--- src/rtl/ddr3_seq_pkg.sv ---
// Shared types and defaults for the DDR3 burst sequencer and its read-credit counter.
package ddr3_seq_pkg;

    typedef enum logic [2:0] {
        IDLE  = 3'd0,
        WRITE = 3'd1,
        READ  = 3'd2,
        DRAIN = 3'd3,
        DONE  = 3'd4
    } seq_state_e;

    localparam int BURST_BEATS    = 2;
    localparam int DEF_ADDR_W     = 32;
    localparam int DEF_DATA_W     = 288;
    localparam int DEF_LEN_W      = 16;
    localparam int DEF_RD_CREDITS = 32;

endpackage

--- src/rtl/ddr3_rd_credit_counter.sv ---
// Tracks read beats in flight: +BURST_BEATS per issued burst, -1 per returned beat,
// floored at zero with a sticky flag for beats nobody asked for.
module ddr3_rd_credit_counter
    import ddr3_seq_pkg::*;
#(
    parameter int RD_CREDITS = DEF_RD_CREDITS,
    parameter int CNT_W      = $clog2(RD_CREDITS + 1)
) (
    input  logic clk_i,
    input  logic srst_i,
    input  logic inc2_i,
    input  logic dec1_i,
    output logic room_o,
    output logic empty_o,
    output logic underflow_o
);

    logic [CNT_W-1:0] count_q, count_d;
    logic             underflow_q, underflow_d;

    always_comb begin
        count_d     = count_q;
        underflow_d = underflow_q;
        // A return against an empty count is unexpected: keep the floor and flag it.
        if (dec1_i) begin
            if (count_q == '0) begin
                underflow_d = 1'b1;
            end else begin
                count_d = count_q - 1'b1;
            end
        end
        if (inc2_i) begin
            count_d = count_d + CNT_W'(BURST_BEATS);
        end
    end

    always_ff @(posedge clk_i) begin
        if (srst_i) begin
            count_q     <= '0;
            underflow_q <= 1'b0;
        end else begin
            count_q     <= count_d;
            underflow_q <= underflow_d;
        end
    end

    assign room_o      = ({1'b0, count_q} + (CNT_W + 1)'(BURST_BEATS)) <= (CNT_W + 1)'(RD_CREDITS);
    assign empty_o     = (count_q == '0);
    assign underflow_o = underflow_q;

endmodule

--- src/rtl/ddr3_burst_sequencer.sv ---
// Turns (read/write, address, length) requests into 2-beat DDR3 UI bursts,
// throttling reads against a credit window and forwarding returned beats.
module ddr3_burst_sequencer
    import ddr3_seq_pkg::*;
#(
    parameter int ADDR_W     = DEF_ADDR_W,
    parameter int DATA_W     = DEF_DATA_W,
    parameter int LEN_W      = DEF_LEN_W,
    parameter int RD_CREDITS = DEF_RD_CREDITS
) (
    input  logic                ui_app_clk,
    input  logic                ui_rst,
    input  logic                req_valid,
    output logic                req_ready,
    input  logic                req_read,
    input  logic [ADDR_W-1:0]   req_addr,
    input  logic [LEN_W-1:0]    req_len,
    input  logic [DATA_W-1:0]   wr_data,
    input  logic                wr_valid,
    output logic                wr_ready,
    output logic [DATA_W-1:0]   rd_data,
    output logic                rd_valid,
    output logic                busy,
    output logic                done,
    output logic                rd_underflow,
    output logic [ADDR_W-1:0]   ui_addr,
    output logic                ui_cmd,
    output logic [DATA_W-1:0]   ui_wr_data,
    output logic [DATA_W/8-1:0] ui_wr_mask,
    output logic                ui_wr_en,
    input  logic                ui_cmd_ack,
    input  logic [DATA_W-1:0]   ui_rd_data,
    input  logic                ui_rd_valid
);

    seq_state_e        state_q, state_d;
    logic [ADDR_W-1:0] addr_q, addr_d;
    logic [LEN_W-1:0]  remaining_q, remaining_d;
    logic              parity_q, parity_d;
    logic              rd_valid_q;
    logic [DATA_W-1:0] rd_data_q;
    logic              credit_room;
    logic              credit_empty;
    logic              last_burst;

    assign last_burst = (remaining_q == LEN_W'(1));

    ddr3_rd_credit_counter #(
        .RD_CREDITS (RD_CREDITS)
    ) u_credit (
        .clk_i       (ui_app_clk),
        .srst_i      (ui_rst),
        .inc2_i      (ui_wr_en && (state_q == READ)),
        .dec1_i      (ui_rd_valid),
        .room_o      (credit_room),
        .empty_o     (credit_empty),
        .underflow_o (rd_underflow)
    );

    always_ff @(posedge ui_app_clk) begin
        if (ui_rst) begin
            state_q <= IDLE;
        end else begin
            state_q <= state_d;
        end
    end

    always_comb begin
        state_d = state_q;
        case (state_q)
            IDLE: begin
                if (req_valid) begin
                    if (req_len == '0) begin
                        state_d = DONE;
                    end else begin
                        state_d = req_read ? READ : WRITE;
                    end
                end
            end
            WRITE:   if (ui_wr_en && parity_q && last_burst) state_d = DONE;
            READ:    if (ui_wr_en && last_burst) state_d = DRAIN;
            // Wait until every beat has also left the output register.
            DRAIN:   if (credit_empty && !rd_valid_q) state_d = DONE;
            DONE:    state_d = IDLE;
            default: state_d = IDLE;
        endcase
        if (ui_rst) begin
            state_d = IDLE;
        end
    end

    always_comb begin
        req_ready  = 1'b0;
        wr_ready   = 1'b0;
        ui_wr_en   = 1'b0;
        ui_cmd     = 1'b0;
        ui_addr    = '0;
        ui_wr_data = '0;
        busy       = 1'b0;
        done       = 1'b0;
        if (!ui_rst) begin
            case (state_q)
                IDLE:  req_ready = 1'b1;
                WRITE: begin
                    busy       = 1'b1;
                    wr_ready   = ui_cmd_ack;
                    ui_wr_en   = wr_valid && ui_cmd_ack;
                    ui_addr    = addr_q;
                    ui_wr_data = wr_data;
                end
                READ: begin
                    busy     = 1'b1;
                    ui_cmd   = 1'b1;
                    ui_wr_en = ui_cmd_ack && credit_room;
                    ui_addr  = addr_q;
                end
                DRAIN:   busy = 1'b1;
                DONE:    done = 1'b1;
                default: ;
            endcase
        end
    end

    always_comb begin
        addr_d      = addr_q;
        remaining_d = remaining_q;
        parity_d    = parity_q;
        if (state_q == IDLE && req_valid) begin
            addr_d      = req_addr;
            remaining_d = req_len;
            parity_d    = 1'b0;
        end else if (ui_wr_en) begin
            // A read issue is a whole burst; a write burst ends on its odd beat.
            if (state_q == READ || parity_q) begin
                addr_d      = addr_q + 1'b1;
                remaining_d = remaining_q - 1'b1;
            end
            if (state_q == WRITE) begin
                parity_d = ~parity_q;
            end
        end
    end

    always_ff @(posedge ui_app_clk) begin
        if (ui_rst) begin
            addr_q      <= '0;
            remaining_q <= '0;
            parity_q    <= 1'b0;
            rd_valid_q  <= 1'b0;
        end else begin
            addr_q      <= addr_d;
            remaining_q <= remaining_d;
            parity_q    <= parity_d;
            rd_valid_q  <= ui_rd_valid;
        end
        rd_data_q <= ui_rd_data;
    end

    assign rd_valid   = rd_valid_q;
    assign rd_data    = rd_data_q;
    assign ui_wr_mask = '0;

endmodule

--- config.mk ---
export PLATFORM = sky130hd
export DESIGN_NAME = ddr3_burst_sequencer
export DESIGN_NICKNAME = d
export VERILOG_FILES = /design/src/rtl/ddr3_seq_pkg.sv /design/src/rtl/ddr3_rd_credit_counter.sv /design/src/rtl/ddr3_burst_sequencer.sv
export SDC_FILE = /design/constraint.sdc
export NUM_CORES = 1
export LEC_CHECK = 0
export ABC_AREA = 1
export CAP_MARGIN = 20
export CORE_AREA = 2 2 505 507
export DETAILED_ROUTE_END_ITERATION = 12
export DIE_AREA = 0 0 507 509
export PLACE_DENSITY = 0.33
export SETUP_SLACK_MARGIN = 0.4
export SYNTH_ARGS = -nofsm -noshare
export SYNTH_HDL_FRONTEND = slang
export SYNTH_SLANG_ARGS = --single-unit
--- constraint.sdc ---
create_clock -name ui_app_clk -period 5.3 [get_ports ui_app_clk]
set_input_delay 0.53 -clock ui_app_clk [delete_from_list [all_inputs] [get_ports ui_app_clk]]
set_output_delay 0.53 -clock ui_app_clk [all_outputs]
set_load 0.01 [all_outputs]
==> results of run 1 <==
## worst max path at each step
stage / depth (start not counted) / start / slack, ns / end
finish: 8 / state_q[0] / 1.19 / ui_wr_data[233]
global route: 7 / state_q[1] / 0.98 / ui_wr_data[166]
CTS: 7 / state_q[1] / 1.09 / ui_wr_data[166]
detailed placement: 6 / ui_rst / 1.54 / ui_wr_data[166]
global placement: 6 / ui_rst / 1.48 / ui_wr_data[166]
floorplan: 6 / ui_rst / 3.13 / ui_wr_data[267]
## layer usage
| metal | share of wire | vias up | track usage |
|---|---|---|---|
| met4 | 0.035 | 20 | 0.0348 |
| met5 | 0.0042 | - | 0.0113 |
| met1 | 0.39 | 7881 | 0.125 |
| li1 | - | 7510 | - |
| met2 | 0.44 | 1008 | 0.165 |
| met3 | 0.12 | 207 | 0.0605 |
## worst register-to-register path, delay by kind of cell (launching register included)
family                 cells  cell delay, ns
and+or+nand+nor            7            1.17
buffers and inverters      3            1.32
DFF                        1            0.35
## synth_stat cells (5+ instances only)
library cell,instances
nor2_1,447
inv_1,367
dfxtp_1,348
nand2_1,181
nor3_1,67
o21ai_0,62
clkbuf_1,49
nand3_1,46
buf_4,36
xor2_1,23
a21oi_1,22
ha_1,10
buf_2,8
nand4_1,8
xnor2_1,6
inv_2,5
o21bai_1,5
o22ai_1,5
## sequential cells by signal, indices dropped and copies added, names as in the netlist
| register | cells |
|---|---|
| rd_data | 288 |
| addr_q | 32 |
| remaining_q | 16 |
| u_credit.count_q | 6 |
| state_q | 3 |
| parity_q | 1 |
| rd_valid | 1 |
| u_credit.underflow_o | 1 |
## stage by stage
stage,hold WS (ns),util,cell area (µm²),cells
after global placement,0.476,0.116,29200,6276
after CTS,0.188,0.123,31000,6366
after detailed placement,0.470,0.116,29200,6276
final,0.279,0.123,31100,6412
after global routing,0.221,0.123,31100,6398
after floorplan,0.455,-,13000,1752
## logic make-up after synthesis
kind of cell,after synthesis,synth area share
and+or+nand+nor,762,0.240
adders and majority gates,10,0.00972
AOI/OAI and AO/OA,97,0.0397
DFF,348,0.541
xor gates and xnor gates,29,0.0197
buffers and inverters,470,0.149
other,1,0.000291
## area by class of cell
cell class	instances	area, µm²	share of cell area
inverter	372	1400	0.0449
clock inverter	32	444	0.0143
antenna	46	115	0.00370
tap	3366	4210	0.135
timing repair buffer	1256	12500	0.402
multi-input combinational	934	4130	0.133
clock buffer	58	1340	0.0431
sequential	348	6970	0.224
## power by group through the flow
stage / Combinational [W] / Clock [W] / Sequential, W
after floorplan: 0.00162 / 0 / 0.00317
after global placement: 0.00394 / 0 / 0.00320
after detailed placement: 0.00386 / 0 / 0.00320
after CTS: 0.00388 / 0.00399 / 0.00314
after global routing: 0.00420 / 0.00404 / 0.00318
final: 0.00382 / 0.00379 / 0.00314
==> impl_metrics.py, run 1 <==
metrics = {
    "synthesis": {
        "synth_edf_count": 0,
        "syn-instance-count": 1717,
        "ys.warnings.count": 0,
        "yosysSeqAreaShare": 0.541,
        "ys.flop_type": "dfxtp_1",
        "synth.cell_area_um2": 12900,
        "synth_top_cell_area_share": 0.541,
        "synth.distinct_cells": 34,
        "syn_avg_cell_area_um2": 7.50,
        "synth_area_leaders": "dfxtp_1 (54%), nor2_1 (13%), inv_1 (11%), nand2_1 (5.3%), nor3_1 (2.6%)",
        "async_flop_share": 0,
        "synth_area_leader_cell": "dfxtp_1",
        "synth_seq_cells": 348,
    },
    "global_routing": {
        "antenna_found_initial": 93,
        "grt_max_degree": 141,
        "grt_pass1_vias": 16900,
        "grt_usage": 0.108,
        "grt_remaining_overflow": 0,
        "grt_first_pass_wirelength_mm": 181,
    },
    "critical_path": {
        "r2r_cells": 10,
        "critPathArrivalTime_ns": 3.58,
        "path_class": "reg -> out",
        "cp_max_fo": 140,
        "r2r-end": "addr_q[31]",
        "regToRegSetupSlack_ns": 2.36,
        "crit_buf_inv": 4,
        "slowest_stage": "clkdlybuf4s50_1",
        "max_stage_delay_ns": 0.59,
        "cp_cell_sequence": "inv_2 -> nor2_4 -> nand2_2 -> inv_1 -> nand2_4 -> buf_12 -> nor2_1 -> clkdlybuf4s50_1",
        "crit_required_ns": 4.77,
        "start_kind": "register",
        "end_kind": "output port",
        "r2r-start": "state_q[1]",
        "critPathTopFamily": "buffers and inverters",
    },
    "floorplan": {
        "core.rowCount": 185,
        "dieArea_um2": 258000,
        "die_w_um": 507,
        "core_area_um2": 253000,
        "pin_count": 1283,
        "initial_core_util": 0.0510,
        "die_height_um": 509,
    },
    "placement": {
        "pre_cts_ws_ns": 1.54,
        "post-dp-hpwl_mm": 130,
        "gp_congestion": 0.942,
        "io_buffer_count": 1246,
    },
    "timing": {
        "fin_skew_ns": 0.0581,
        "fin_setup_tns_ns": 0,
        "period_minus_slack_ns": 4.11,
        "tightestPinTransition_ns": 0.996,
        "rsz0062_at_grt": "no",
        "period_share": 0.776,
        "fin_ws_ns": 1.19,
        "relSlewSlack": 0.336,
        "finalHoldViolCount": 0,
        "fmax_mhz": 243,
        "drv_slew": 0,
        "setup_viol": 0,
    },
    "route": {
        "drt_first_pass_iters": 5,
        "wire_per_inst_um": 22.9,
        "vias": 16600,
        "final_antenna_net_count": 0,
        "drt-total-wl_mm": 147,
        "drc": 0,
        "viasPerCell": 2.59,
        "dr.first_iter.drc_count": 975,
    },
    "finish": {
        "fillerInstances": 29200,
        "layout_commonest_cell": "clkdlybuf4s50_1",
        "layout.nets": 3603,
        "area_growth_pct": 142,
        "drive_above_1_share": 0.0447,
        "final_cell_mix": "clkdlybuf4s50_1 (1226), nor2_1 (447), inv_1 (367), dfxtp_1 (348), nand2_1 (180)",
    },
    "power_and_ir_drop": {
        "powerDensity_nw_per_um2": 345,
        "vdd_ir_drop_max_v": 0.000283,
        "swShare": 0.371,
        "switchingPower_w": 0.00399,
        "p_seq_frac": 0.292,
        "power_frac_comb": 0.355,
        "finalPower_w": 0.0108,
        "pwr-share-clk": 0.352,
        "internal_power_w": 0.00676,
        "power_leakage_nw": 12.3,
    },
    "clock_network": {
        "postCtsHoldBufs": 0,
        "root_buffer": "clkbuf_16",
        "clk_latency_ns": 0.68,
        "cts_sinks": 348,
        "cts_tree": "done",
        "cts_htree_levels": 2,
        "cts-buffers-inserted": 50,
        "clk_path_buf_depth": 3,
        "clk_pin_slew_ns": 0.06,
        "cts.repair.resized": 0,
        "postCtsSetupBuffers": 0,
    },
    "flow_run": {
        "cap_violations": 0,
    },
    "hold_path": {
        "min_path_type": "in -> reg",
        "min_to": "rd_data[91]",
        "holdPathStages": 1,
        "min_from": "ui_rd_data[91]",
    },
    "outcome": {
        "outcome": "finished, final reports clean",
    },
}
Note: power is estimated with default switching activity, not from simulation.
==> inputs of run 2 (changes only) <==
--- a/config.mk
+++ b/config.mk
@@ -7,9 +7,9 @@
 export LEC_CHECK = 0
 export ABC_AREA = 1
 export CAP_MARGIN = 20
-export CORE_AREA = 2 2 505 507
+export CORE_AREA = 2 2 506 508
 export DETAILED_ROUTE_END_ITERATION = 12
-export DIE_AREA = 0 0 507 509
+export DIE_AREA = 0 0 508 510
 export PLACE_DENSITY = 0.33
 export SETUP_SLACK_MARGIN = 0.4
 export SYNTH_ARGS = -nofsm -noshare
==> constraint.sdc (replaced) <==
create_clock -name ui_app_clk -period 3.9 [get_ports ui_app_clk]
set_input_delay 0.39 -clock ui_app_clk [delete_from_list [all_inputs] [get_ports ui_app_clk]]
set_output_delay 0.39 -clock ui_app_clk [all_outputs]
set_load 0.01 [all_outputs]
==> run 2 against run 1 <==
Compared with the run above:
- count of clock-buffer cells in the layout is 11 higher
- setup slack worse by 0.61 ns
- clock skew is 0.027 ns lower
- non-clock buffer count is 12 higher
- combinational power is 45% higher
- worst hold slack worse by 0.13 ns
- via count is 1.8% lower
- global-route usage is 0.36 points higher
- register-to-register slack worse by 1.0 ns
- largest cell class unchanged
==> impl_metrics.py, run 2 (synthesis results as in run 1) <==
metrics = {
    "clock_network": {
        "cts_sinks": 348,
        "clk_latency_ns": 0.67,
        "cts_htree_levels": 2,
        "cts_tree": "done",
        "postCtsHoldBufs": 0,
        "clk_pin_slew_ns": 0.06,
        "clk_path_buf_depth": 3,
        "cts-buffers-inserted": 51,
        "root_buffer": "clkbuf_16",
    },
    "critical_path": {
        "cp_max_fo": 33,
        "end_kind": "output port",
        "r2r_cells": 12,
        "crit_buf_inv": 5,
        "path_depth": 10,
        "cp_cell_sequence": "inv_2 -> nor2_4 -> nand2_2 -> buf_4 -> nand2_1 -> inv_4 -> nor3_4 -> nand2_1 -> inv_1 -> clkdlybuf4s50_1",
        "crit_required_ns": 3.51,
        "cpMostUsedCell": "nand2_1",
        "max_stage_delay_ns": 0.61,
        "slowest_stage": "clkdlybuf4s50_1",
        "start_kind": "register",
        "critPathTopFamily": "buffers and inverters",
        "regToRegSetupSlack_ns": 1.32,
        "critPathArrivalTime_ns": 2.93,
        "path_class": "reg -> out",
    },
    "floorplan": {
        "die_w_um": 508,
        "core_area_um2": 253000,
        "core.rowCount": 185,
        "die_height_um": 510,
        "pin_count": 1283,
        "initial_core_util": 0.0508,
        "dieArea_um2": 259000,
    },
    "timing": {
        "period_minus_slack_ns": 3.32,
        "fmax_mhz": 301,
        "fin_skew_ns": 0.0309,
        "drv_slew": 0,
        "finalHoldViolCount": 0,
        "fin_ws_ns": 0.580,
        "fin_setup_tns_ns": 0,
        "holdWs_ns": 0.149,
        "setup_viol": 0,
        "period_share": 0.851,
        "rsz0062_at_grt": "yes",
        "tightestPinTransition_ns": 0.739,
        "relSlewSlack": 0.504,
    },
    "global_routing": {
        "antenna_found_initial": 123,
        "grt_remaining_overflow": 0,
        "grt_usage": 0.111,
        "grt_pass1_vias": 16600,
        "grt_util_met3": 0.0680,
        "gr-max-usage-layer": "met2",
        "grtUsageMet1": 0.115,
        "grt_max_degree": 67,
        "grt_first_pass_wirelength_mm": 184,
        "grtUsageMet2": 0.180,
    },
    "finish": {
        "multi_input_area_um2": 4150,
        "layout_commonest_cell": "clkdlybuf4s50_1",
        "layout.nets": 3616,
        "drive_above_1_share": 0.0610,
        "fin_util": 0.125,
        "fillerInstances": 29100,
        "fin_cells": 6421,
        "largest_register_ffs": 288,
        "seqCellArea_um2": 6970,
        "area_growth_pct": 146,
        "final_cell_mix": "clkdlybuf4s50_1 (1188), nor2_1 (447), inv_1 (366), dfxtp_1 (348), nand2_1 (180)",
    },
    "hold_path": {
        "holdPathStages": 1,
        "min_path_type": "in -> reg",
    },
    "placement": {
        "gp_congestion": 0.850,
        "pre_cts_ws_ns": 0.258,
        "dp_cells": 6283,
        "post-dp-hpwl_mm": 135,
        "io_buffer_count": 1246,
    },
    "power_and_ir_drop": {
        "powerDensity_nw_per_um2": 468,
        "power_frac_comb": 0.374,
        "vdd_ir_drop_max_v": 0.000380,
        "switchingPower_w": 0.00544,
        "p_seq_frac": 0.287,
        "internal_power_w": 0.00942,
        "power_leakage_nw": 12.6,
        "pwr-share-clk": 0.339,
        "swShare": 0.366,
    },
    "route": {
        "drt_first_pass_iters": 5,
        "vias": 16300,
        "drt-total-wl_mm": 152,
        "drc": 0,
        "wire_per_inst_um": 23.7,
        "viasPerCell": 2.54,
        "dr.first_iter.drc_count": 770,
        "final_antenna_net_count": 0,
    },
    "outcome": {
        "outcome": "finished, final reports clean",
    },
    "flow_run": {
        "cap_violations": 0,
    },
}
==> run 2: final cells by class <==
class,instances,share of cell area
multi-input combinational,934,0.131
tap,3366,0.133
inverter,372,0.0442
timing repair buffer,1268,0.413
clock buffer,69,0.0462
sequential,348,0.220
clock inverter,24,0.0100
antenna,40,0.00316
==> run 2: worst paths after layout <==
check                                          start                    to
worst max-delay path                      state_q[0]              ui_wr_en
worst min register to register  u_credit.underflow_o  u_credit.underflow_o
worst max register to register            state_q[0]        remaining_q[1]
worst min-delay path                 ui_rd_data[142]          rd_data[142]
==> run 2: layer usage <==
metal,share of wire,up-vias
li1,-,7518
met1,0.35,7514
met2,0.45,962
met3,0.14,302
met4,0.058,26
met5,0.0012,-
==> run 2: what timing repair did <==
item | 4_1_cts | 5_1_grt
setup buffers | 3 | 0
pin swaps | 1 | 1
gates cloned | 1 | 1
gates resized for setup | 11 | 4
hold endpoints to repair | 0 | 0
endpoints found under the setup margin | 186 | 65
==> run 2: through the flow <==
stage                     cell area [µm²]  total power [W]
after floorplan                     13000          0.00652
after global placement              29700          0.00990
after detailed placement            29700          0.00986
after CTS                           31600           0.0152
after global routing                31700           0.0158
final                               31700           0.0149
==> run 2: power groups by stage <==
| stage | registers, W | clock network [W] | logic, W |
|---|---|---|---|
| global route | 0.00431 | 0.00541 | 0.00611 |
| global placement | 0.00433 | 0 | 0.00556 |
| CTS | 0.00426 | 0.00532 | 0.00566 |
| detailed placement | 0.00433 | 0 | 0.00553 |
| finish | 0.00426 | 0.00504 | 0.00555 |
| floorplan | 0.00431 | 0 | 0.00221 |
==> run 2: worst reg2reg max path: stages, from the launching register on <==
cell	delay, ns
dfxtp_1	0.36
inv_2	0.07
nor2_4	0.09
nand2_2	0.08
buf_4	0.15
nand2_1	0.11
inv_4	0.17
nor3_4	0.33
nand3_4	0.12
nand2_4	0.33
inv_1	0.38
nor2_1	0.19
nor2_1	0.07
==> inputs of run 3 (changes only) <==
==> constraint.sdc (replaced) <==
create_clock -name ui_app_clk -period 3.5 [get_ports ui_app_clk]
set_input_delay 0.35 -clock ui_app_clk [delete_from_list [all_inputs] [get_ports ui_app_clk]]
set_output_delay 0.35 -clock ui_app_clk [all_outputs]
set_load 0.01 [all_outputs]
==> run 3 against run 2 <==
Compared with the run above:
- sequential cell count did not move
- sequential share of layout area decreased by 0.16 points
- die area unchanged
- cell area increased by 0.77%
- critical path depth down 2
- count of clock-buffer cells in the layout is the same
- global-route usage down 0.055 points
- sequential power grew 12%
- via count increased by 0.30%
- register-to-register slack got worse by 0.33 ns
- cell count hardly changed
- critical endpoint is now ui_wr_data[144]
- largest power group unchanged
==> impl_metrics.py, run 3 (synthesis results as in run 1) <==
metrics = {
    "outcome": {
        "outcome": "finished, final reports clean",
    },
    "placement": {
        "io_buffer_count": 1246,
        "pre_cts_ws_ns": 0.518,
        "post-dp-hpwl_mm": 135,
        "placed_area_um2": 29700,
        "gp_congestion": 0.838,
    },
    "finish": {
        "layout.nets": 3622,
        "largest_register_ffs": 288,
        "final_cell_mix": "clkdlybuf4s50_1 (1047), nor2_1 (428), inv_1 (366), dfxtp_1 (345), nand2_1 (180)",
        "area_growth_pct": 148,
        "fin_util": 0.126,
        "layout_commonest_cell": "clkdlybuf4s50_1",
        "fillerInstances": 29100,
        "finalInstanceArea_um2": 32000,
        "drive_above_1_share": 0.0702,
    },
    "critical_path": {
        "regToRegSetupSlack_ns": 0.99,
        "critPathArrivalTime_ns": 2.73,
        "cp_max_fo": 8,
        "crit_required_ns": 3.15,
        "start_kind": "register",
        "path_class": "reg -> out",
        "end_kind": "output port",
    },
    "timing": {
        "relSlewSlack": 0.573,
        "finalHoldViolCount": 0,
        "rsz0062_at_grt": "yes",
        "fmax_mhz": 325,
        "period_share": 0.879,
        "drv_slew": 0,
        "fin_ws_ns": 0.425,
        "fin_skew_ns": 0.0447,
        "period_minus_slack_ns": 3.08,
        "fin_setup_tns_ns": 0,
        "setup_viol": 0,
        "tightestPinTransition_ns": 0.638,
    },
    "floorplan": {
        "core_area_um2": 253000,
        "die_w_um": 508,
        "pin_count": 1283,
        "core.rowCount": 185,
        "die_height_um": 510,
        "dieArea_um2": 259000,
        "initial_core_util": 0.0508,
    },
    "clock_network": {
        "clk_path_buf_depth": 3,
        "cts-buffers-inserted": 49,
        "cts_sinks": 348,
        "cts_htree_levels": 2,
        "root_buffer": "clkbuf_16",
        "cts_tree": "done",
        "clk_latency_ns": 0.67,
        "clk_pin_slew_ns": 0.06,
    },
    "route": {
        "dr.first_iter.drc_count": 852,
        "wire_per_inst_um": 23.7,
        "final_antenna_net_count": 0,
        "drt_first_pass_iters": 5,
        "drc": 0,
        "viasPerCell": 2.55,
        "drt-total-wl_mm": 152,
        "vias": 16400,
    },
    "global_routing": {
        "grt_pass1_vias": 16400,
        "gr-max-usage-layer": "met2",
        "grt_remaining_overflow": 0,
        "grt_usage": 0.111,
        "grtUsageMet1": 0.114,
        "grt_first_pass_wirelength_mm": 184,
        "antenna_found_initial": 139,
        "grt_util_met3": 0.0689,
        "grtUsageMet2": 0.185,
        "grt_max_degree": 54,
    },
    "hold_path": {
        "min_path_type": "in -> reg",
    },
    "flow_run": {
        "cap_violations": 0,
    },
    "power_and_ir_drop": {
        "finalPower_w": 0.0161,
        "vdd_ir_drop_max_v": 0.000391,
        "power_leakage_nw": 14.4,
        "powerDensity_nw_per_um2": 504,
    },
}
[run 3: cell types whose count changed in the layout (fill, tap and decap cells not counted), sizes merged]
cell and delta:
dlymetal6s2s +86, diode -6, clkdlybuf4s50 -141, clkbuf +4, bufinv -4, dlygate4sd2 +52
clkinv +1, inv -1, buf +7
[run 3: layout make-up]
type,count,area [µm²],share of cell area
Multi-Input combinational cell,934,4220,0.132
Sequential cell,348,6970,0.218
Clock buffer,69,1410,0.0442
Tap cell,3366,4210,0.132
Inverter,372,1400,0.0439
Timing Repair Buffer,1276,13500,0.421
Antenna cell,34,85.1,0.00266
Clock inverter,20,209,0.00654
[run 3: layer usage]
layer | wire length, µm | vias up
met5 | 237 | -
met4 | 6290 | 38
met2 | 71300 | 1022
li1 | - | 7529
met3 | 20800 | 317
met1 | 53400 | 7465
[run 3: metrics by stage]
| step | cells | hold WS (ns) |
|---|---|---|
| 6_report | 6419 | 0.114 |
| 5_1_grt | 6404 | 0.0377 |
| 4_1_cts | 6378 | 0.00799 |
| 3_5_place_dp | 6283 | 0.472 |
| 3_3_place_gp | 6283 | 0.472 |
| 2_1_floorplan | 1752 | 0.378 |
[run 3: power breakdown]
group | internal, W | switching, W | total, W
registers | 0.00439 | 0.000372 | 0.00476
clock network | 0.00296 | 0.00219 | 0.00516
logic | 0.00276 | 0.00344 | 0.00621
total | 0.0101 | 0.00601 | 0.0161
[run 3: worst max-delay path, cell delays in order (launching register included)]
cell and delay, ns:
dfxtp_2 0.34, inv_2 0.05, nor2_4 0.11, nand2_4 0.09
clkinvlp_4 0.14, nand2_8 0.13, buf_16 0.21, nor2_1 0.31
clkdlybuf4s50_1 0.63
[run 3: repair_timing]
item	CTS	global route
setup buffers	3	4
hold buffers	0	0
pin swaps	1	0
gates cloned	3	3
gates resized for setup	72	119
setup endpoints to repair	245	223
[run 3: worst paths after layout]
kind,startpoint,end,cells after the start
setup / recovery,state_q[0],ui_wr_data[144],8
hold / removal,ui_rd_data[131],rd_data[131],1
hold reg to reg,u_credit.underflow_o,u_credit.underflow_o,2
setup reg to reg,u_credit.count_q[1],addr_q[13],14
